### config.mk
export PLATFORM = sky130hd
export DESIGN_NAME = multi_timer_flat
export DESIGN_NICKNAME = d
export VERILOG_FILES = /design/src/rtl/multi_timer_pkg.sv /design/src/rtl/multi_timer_if.sv /design/src/rtl/multi_timer_channel.sv /design/src/rtl/multi_timer.sv /design/src/flat_wrapper.sv
export SDC_FILE = /design/constraint.sdc
export NUM_CORES = 1
export LEC_CHECK = 0
export CAP_MARGIN = 20
export CELL_PAD_IN_SITES_DETAIL_PLACEMENT = 0
export CELL_PAD_IN_SITES_GLOBAL_PLACEMENT = 1
export CORE_UTILIZATION = 44
export DETAILED_ROUTE_END_ITERATION = 8
export PLACE_DENSITY_LB_ADDON = 0.25
export SYNTH_ARGS = -nofsm -noshare
export SYNTH_HDL_FRONTEND = slang
export SYNTH_HIERARCHICAL = 1
export SYNTH_SLANG_ARGS = --single-unit
### constraint.sdc
create_clock -name clk -period 6.84 [get_ports clk]
set_input_delay 0.684 -clock clk [delete_from_list [all_inputs] [get_ports clk]]
set_output_delay 0.684 -clock clk [all_outputs]
set_load 0.01 [all_outputs]
### src/rtl/multi_timer_pkg.sv
// Shared definitions for the multi-channel prescaled timer.
package multi_timer_pkg;

  // Channel FSM encoding, kept as plain 2-bit constants so legacy code can
  // compare against raw values.
  typedef logic [1:0] ch_state_t;

  localparam ch_state_t ST_IDLE = 2'd0;
  localparam ch_state_t ST_RUN  = 2'd1;
  localparam ch_state_t ST_DONE = 2'd2;

  // Channel mode as latched at start.
  localparam logic MODE_PERIODIC = 1'b0;
  localparam logic MODE_ONESHOT  = 1'b1;

endpackage

### src/rtl/multi_timer_if.sv
// Register-block side of the multi-channel timer: controls in, status out.
interface multi_timer_if #(
  parameter int NUM_CH  = 4,
  parameter int WIDTH   = 32,
  parameter int PRESC_W = 16
);

  logic                      glb_en;
  logic [PRESC_W-1:0]        presc_div;
  logic [NUM_CH-1:0]         start;
  logic [NUM_CH-1:0]         stop;
  logic [NUM_CH-1:0]         mode;
  logic [NUM_CH*WIDTH-1:0]   cmp_val;
  logic [NUM_CH-1:0]         irq_mask;
  logic [NUM_CH-1:0]         irq_clr;

  logic [NUM_CH*WIDTH-1:0]   count;
  logic [NUM_CH-1:0]         running;
  logic [NUM_CH-1:0]         irq_pend;
  logic                      irq;

  // Register block / CPU side.
  modport master (
    output glb_en, presc_div, start, stop, mode, cmp_val, irq_mask, irq_clr,
    input  count, running, irq_pend, irq
  );

  // Timer side.
  modport slave (
    input  glb_en, presc_div, start, stop, mode, cmp_val, irq_mask, irq_clr,
    output count, running, irq_pend, irq
  );

endinterface

### src/rtl/multi_timer_channel.sv
// One timer channel: up-counter against a latched compare value with
// one-shot / periodic behaviour and a sticky expiry flag.
//
//   state   | meaning
//   --------+-----------------------------------------------------------
//   ST_IDLE | stopped, count held at its last value
//   ST_RUN  | counting prescaler ticks towards cmp_q
//   ST_DONE | one-shot expired, count parked at cmp_q until start/stop
module multi_timer_channel
  import multi_timer_pkg::*;
#(
  parameter int WIDTH = 32
) (
  input  logic             clk,
  input  logic             rst,
  input  logic             tick_i,
  input  logic             start_i,
  input  logic             stop_i,
  input  logic             clr_i,
  input  logic             mode_i,
  input  logic [WIDTH-1:0] cmp_val_i,
  output logic [WIDTH-1:0] count_o,
  output logic             running_o,
  output logic             pend_o
);

  ch_state_t        state_q, state_d;
  logic [WIDTH-1:0] count_q, count_d;
  logic [WIDTH-1:0] cmp_q,   cmp_d;
  logic             mode_q,  mode_d;
  logic             pend_q,  pend_d;

  // One bit wider than the counter so a compare value of all-ones is
  // reachable without the increment wrapping back to zero.
  logic [WIDTH:0]   nxt;
  logic             expire;

  assign nxt = {1'b0, count_q} + {{WIDTH{1'b0}}, 1'b1};

  // Next-state logic: stop beats start, start beats a same-cycle tick.
  always_comb begin
    state_d = state_q;
    count_d = count_q;
    cmp_d   = cmp_q;
    mode_d  = mode_q;
    expire  = 1'b0;

    if (stop_i) begin
      state_d = ST_IDLE;
    end else if (start_i) begin
      state_d = ST_RUN;
      count_d = '0;
      cmp_d   = cmp_val_i;
      mode_d  = mode_i;
    end else begin
      case (state_q)
        ST_RUN: begin
          if (tick_i) begin
            if (nxt >= {1'b0, cmp_q}) begin
              expire = 1'b1;
              if (mode_q == MODE_ONESHOT) begin
                count_d = cmp_q;
                state_d = ST_DONE;
              end else begin
                count_d = '0;
                cmp_d   = cmp_val_i;
              end
            end else begin
              count_d = nxt[WIDTH-1:0];
            end
          end
        end
        ST_IDLE, ST_DONE: begin
          state_d = state_q;
        end
        default: begin
          state_d = ST_IDLE;
        end
      endcase
    end

    // An expiry landing on the same edge as a clear must not be lost.
    if (expire) begin
      pend_d = 1'b1;
    end else if (clr_i) begin
      pend_d = 1'b0;
    end else begin
      pend_d = pend_q;
    end
  end

  // Channel state registers with synchronous reset.
  always_ff @(posedge clk) begin
    if (rst) begin
      state_q <= ST_IDLE;
      count_q <= '0;
      cmp_q   <= '0;
      mode_q  <= MODE_PERIODIC;
      pend_q  <= 1'b0;
    end else begin
      state_q <= state_d;
      count_q <= count_d;
      cmp_q   <= cmp_d;
      mode_q  <= mode_d;
      pend_q  <= pend_d;
    end
  end

  assign count_o   = count_q;
  assign running_o = (state_q == ST_RUN);
  assign pend_o    = pend_q;

endmodule

### src/rtl/multi_timer.sv
// Multi-channel timer: shared programmable prescaler, NUM_CH independent
// channels and a registered, masked interrupt line.
module multi_timer
  import multi_timer_pkg::*;
#(
  parameter int NUM_CH  = 4,
  parameter int WIDTH   = 32,
  parameter int PRESC_W = 16
) (
  input  logic          clk,
  input  logic          rst,
  multi_timer_if.slave  bus
);

  logic [PRESC_W-1:0]      presc_q, presc_d;
  logic                    tick;
  logic                    irq_q, irq_d;

  logic [NUM_CH*WIDTH-1:0] count_w;
  logic [NUM_CH-1:0]       running_w;
  logic [NUM_CH-1:0]       pend_w;

  // Tick when the prescaler hits the divider; a divider lowered below the
  // current prescaler value is treated as an immediate match so it wraps.
  always_comb begin
    tick    = bus.glb_en && (presc_q >= bus.presc_div);
    presc_d = presc_q;
    if (!bus.glb_en) begin
      presc_d = '0;
    end else if (tick) begin
      presc_d = '0;
    end else begin
      presc_d = presc_q + {{(PRESC_W-1){1'b0}}, 1'b1};
    end
  end

  // Prescaler register.
  always_ff @(posedge clk) begin
    if (rst) begin
      presc_q <= '0;
    end else begin
      presc_q <= presc_d;
    end
  end

  for (genvar i = 0; i < NUM_CH; i++) begin : g_ch
    multi_timer_channel #(
      .WIDTH (WIDTH)
    ) u_ch (
      .clk       (clk),
      .rst       (rst),
      .tick_i    (tick),
      .start_i   (bus.start[i]),
      .stop_i    (bus.stop[i]),
      .clr_i     (bus.irq_clr[i]),
      .mode_i    (bus.mode[i]),
      .cmp_val_i (bus.cmp_val[i*WIDTH +: WIDTH]),
      .count_o   (count_w[i*WIDTH +: WIDTH]),
      .running_o (running_w[i]),
      .pend_o    (pend_w[i])
    );
  end

  // Interrupt combine from registered pending bits only, so irq is glitch-free.
  always_comb begin
    irq_d = |(pend_w & bus.irq_mask);
  end

  // Interrupt output register.
  always_ff @(posedge clk) begin
    if (rst) begin
      irq_q <= 1'b0;
    end else begin
      irq_q <= irq_d;
    end
  end

  assign bus.count    = count_w;
  assign bus.running  = running_w;
  assign bus.irq_pend = pend_w;
  assign bus.irq      = irq_q;

endmodule

### src/flat_wrapper.sv
// flat-port wrapper written by rule: the top's interface ports become plain ports
module multi_timer_flat import multi_timer_pkg::*;
#(
  parameter int NUM_CH  = 4,
  parameter int WIDTH   = 32,
  parameter int PRESC_W = 16
)
  (clk, rst, bus_glb_en, bus_presc_div, bus_start, bus_stop, bus_mode, bus_cmp_val, bus_irq_mask, bus_irq_clr, bus_count, bus_running, bus_irq_pend, bus_irq);
  multi_timer_if #(.NUM_CH(NUM_CH), .WIDTH(WIDTH), .PRESC_W(PRESC_W)) bus_i ();
  input  logic clk;
  input  logic rst;
  input wire logic [$bits(bus_i.glb_en)-1:0] bus_glb_en;
  input wire logic [$bits(bus_i.presc_div)-1:0] bus_presc_div;
  input wire logic [$bits(bus_i.start)-1:0] bus_start;
  input wire logic [$bits(bus_i.stop)-1:0] bus_stop;
  input wire logic [$bits(bus_i.mode)-1:0] bus_mode;
  input wire logic [$bits(bus_i.cmp_val)-1:0] bus_cmp_val;
  input wire logic [$bits(bus_i.irq_mask)-1:0] bus_irq_mask;
  input wire logic [$bits(bus_i.irq_clr)-1:0] bus_irq_clr;
  output wire logic [$bits(bus_i.count)-1:0] bus_count;
  output wire logic [$bits(bus_i.running)-1:0] bus_running;
  output wire logic [$bits(bus_i.irq_pend)-1:0] bus_irq_pend;
  output wire logic [$bits(bus_i.irq)-1:0] bus_irq;
  assign bus_i.glb_en = bus_glb_en;
  assign bus_i.presc_div = bus_presc_div;
  assign bus_i.start = bus_start;
  assign bus_i.stop = bus_stop;
  assign bus_i.mode = bus_mode;
  assign bus_i.cmp_val = bus_cmp_val;
  assign bus_i.irq_mask = bus_irq_mask;
  assign bus_i.irq_clr = bus_irq_clr;
  assign bus_count = bus_i.count;
  assign bus_running = bus_i.running;
  assign bus_irq_pend = bus_i.irq_pend;
  assign bus_irq = bus_i.irq;
  multi_timer #(.NUM_CH(NUM_CH), .WIDTH(WIDTH), .PRESC_W(PRESC_W)) u_core (.clk(clk), .rst(rst), .bus(bus_i));
endmodule
==> flow_summary.yaml <==
routing:
  avgViaCountPerCell: 5.42
  drt-total-wl_um: 50100
  drtAntennaViolNets: 0
  drt_first_pass_iters: 5
  routed-via-count: 15900
  wl_per_cell_um: 17.1
  drt_iter0_markers: 830
  drc_errors: 0
sta:
  hold_viol: 0
  tightestPinTransition_ps: 1070
  skew_ps: 10.8
  report.final.slew_viol_count: 0
  min_period_over_period: 0.744
  setup_violations: 0
  relSlewSlack: 0.288
  grt_setup_unrepaired: "false"
  finalSetupTns_ps: 0
  fin_crit_ps: 5090
  max_freq_ghz: 0.196
hold_path:
  hp-start: "u_core/g_ch[0].u_ch/cmp_q[17]"
  hold_class: "register to register"
clock_network:
  ctsResizeCount: 0
  cts_root_buf: "clkbuf_16"
  path_clk_slew_ps: 60
  cts_tree: "done"
  clockBufferDepth: 3
  cts.sinks: 289
  post_cts_buffers: 0
  clock_latency_ps: 540
  hold_buffers: 0
  cts_made_buffers: 36
  htreeDepth: 2
power_and_ir_drop:
  switching_share: 0.239
  power_density_mw_per_mm2: 180
  pwr-share-clk: 0.473
  p_int_uw: 3140
  peakVddDrop_mv: 0.126
  comb_power_share: 0.100
  power_switching_uw: 985
  seq_power_share: 0.427
  power_leakage_uw: 0.00975
synthesis:
  yosysWarnings: 6
  syn-cell-area_mm2: 0.0183
  synth_edf_count: 0
  ys_ff_latch: 289
  synth_cells: 2115
  yosysSeqAreaShare: 0.316
  synth-async-reset-ratio: 0
  synthDistinctLibCells: 80
  syn_nets: 2431
  synthFlopType: "dfxtp_1"
  synth_area_per_cell_um2: 8.67
global_route:
  grt_max_degree: 93
  grtUsageTotal: 0.233
  grt_pass1_wl_um: 80100
  grt_use_met1: 0.290
  use_met2: 0.397
  grt.busiest_layer: "met2"
  antenna_found_initial: 2
  grt_pass1_vias: 15600
  use_met3: 0.0533
  gr-total-overflow: 0
setup_path:
  path_buf_inv: 2
  cp_slowest_stage_delay_ps: 760
  r2r_setup_slack_ps: 1750
  startpoint_type: "register"
  arrival_ps: 5520
  r2r-start: "u_core/g_ch[3].u_ch/count_o[0]"
  worstSetupStartpoint: "u_core/g_ch[3].u_ch/count_o[0]"
  criticalPathCategory: "register to register"
  cp-end-kind: "register"
  required_ps: 7270
  cp_top_family: "simple AND/OR/NAND/NOR gates"
  cp_cell_sequence: "ha_1 -> nand3_1 -> nor4_4 -> and3_1 -> and3_1 -> xor2_1 -> ha_1 -> nand4_1 -> nor4_1 -> inv_1 -> a31oi_1 -> or4b_1 -> buf_4 -> o21ai_1 -> a211o_1"
  cp_max_fo: 22
  crit_slowest_cell: "or4b_1"
final_layout:
  diodes: 0
  area_growth_pct: 25.1
  postLayoutCoreUtil: 0.560
  drive_above_1_share: 0.0576
  final_cell_mix: "302 x clkdlybuf4s50_1, 289 x dfxtp_1, 198 x nand2b_1, 188 x inv_1, 149 x ha_1"
  fillCellCount: 3775
  mostFrequentLayoutCell: "clkdlybuf4s50_1"
  finalNetCount: 2690
floorplan:
  dieArea_mm2: 0.0425
  ios: 304
  num_rows: 74
  die_w_um: 206
  start_util: 0.448
  core-area_mm2: 0.0409
  die_height_um: 206
placement:
  portBuffers: 303
  post-dp-hpwl_um: 36300
  gp_congestion: 0.841
outcome:
  run_status: "finished, final reports clean"
run:
  cap_violations: 0
power groups by stage:
stage | clock network (µW) | logic (µW) | registers (µW)
final | 1950 | 412 | 1760
after detailed placement | 0 | 411 | 1800
after CTS | 2000 | 413 | 1760
after floorplan | 0 | 244 | 1780
after global placement | 0 | 403 | 1800
after global routing | 2070 | 456 | 1760
stage by stage:
step                      area, µm²  instances  total power (µW)  worst slack, ps  hold WS, ps
after floorplan               18300       2115              2030             2900          432
after global placement        21700       2865              2200             1850          446
after detailed placement      21700       2866              2210             1690          444
after CTS                     22900       2926              4180             1640          453
after global routing          22900       2928              4290             1360          470
final                         22900       2928              4120             1750          453
area by class of cell:
class | count | area (µm²) | area share
clock buffer | 48 | 1030 | 0.0448
clock inverter | 12 | 165 | 0.00720
inverter | 188 | 706 | 0.0308
multi-input combinational | 1539 | 11400 | 0.495
sequential | 289 | 5790 | 0.252
tap | 532 | 666 | 0.0290
timing repair buffer | 320 | 3220 | 0.140
routing by layer:
layer | wire length [µm] | vias to the layer above
li1 | - | 7946
met1 | 22400 | 7505
met2 | 23500 | 359
met3 | 3110 | 67
met4 | 1090 | 4
met5 | 27 | -
state kept, by name, indices dropped and copies added (netlist names):
signal                    flops
u_core/presc_q               16
u_core/g_ch.u_ch/count_o    128
u_core/g_ch.u_ch/state_q      8
u_core/g_ch.u_ch/pend_o       4
u_core/g_ch.u_ch/mode_q       4
u_core/bus.irq                1
u_core/g_ch.u_ch/cmp_q      128
path summary, 6_finish.rpt:
kind | endpoint | cells past startpoint
setup reg to reg | u_core/g_ch[3].u_ch/count_o[15] | 15
hold / removal | u_core/g_ch[0].u_ch/count_o[17] | 2
hold reg to reg | u_core/g_ch[0].u_ch/count_o[17] | 2
setup / recovery | u_core/g_ch[3].u_ch/count_o[15] | 15
synthesized netlist by cell type (9+ instances only):
| cell | instances | area [µm²] |
|---|---|---|
| xnor2_1 | 81 | 709 |
| a21oi_1 | 63 | 315 |
| nor2_1 | 120 | 450 |
| xor2_1 | 47 | 412 |
| inv_1 | 188 | 706 |
| nand4_1 | 51 | 319 |
| or2_2 | 11 | 68.8 |
| buf_4 | 9 | 67.6 |
| a21o_1 | 40 | 300 |
| a222oi_1 | 12 | 120 |
| nor2_2 | 11 | 68.8 |
| nor3_1 | 48 | 240 |
| nor4_1 | 25 | 156 |
| a22oi_1 | 38 | 285 |
| buf_2 | 25 | 125 |
| nand2_1 | 139 | 522 |
| o21ai_0 | 39 | 195 |
| mux2i_1 | 130 | 1300 |
| and3_1 | 27 | 169 |
| dfxtp_1 | 289 | 5790 |
| nor2b_1 | 31 | 194 |
| ha_1 | 149 | 1860 |
| and4_1 | 13 | 114 |
| nand2b_1 | 198 | 1240 |
| a221o_1 | 69 | 691 |
| o21ai_1 | 9 | 45.0 |
| and2_1 | 14 | 87.6 |
| clkbuf_1 | 53 | 199 |
| a211o_1 | 10 | 87.6 |
| nor3b_1 | 9 | 67.6 |
| nand3_1 | 60 | 300 |
logic make-up (layout without fill, tap and decap cells):
group / count (synthesis) / count (layout) / share of synthesized area
AND/OR/NAND/NOR: 797 / 797 / 0.244
AO/OA/AOI/OAI: 335 / 335 / 0.140
flip-flops: 289 / 289 / 0.316
buffers and inverters: 287 / 568 / 0.0668
adder cells (fa/ha/maj): 149 / 149 / 0.102
multiplexers: 130 / 130 / 0.0710
XOR/XNOR: 128 / 128 / 0.0612
tightest hold or removal path, delay by kind of cell, from the launching register on:
kind | cells | cell delay, ps
flops | 1 | 320
simple gates | 2 | 90
No activity file was read; power rests on OpenSTA's default activity.
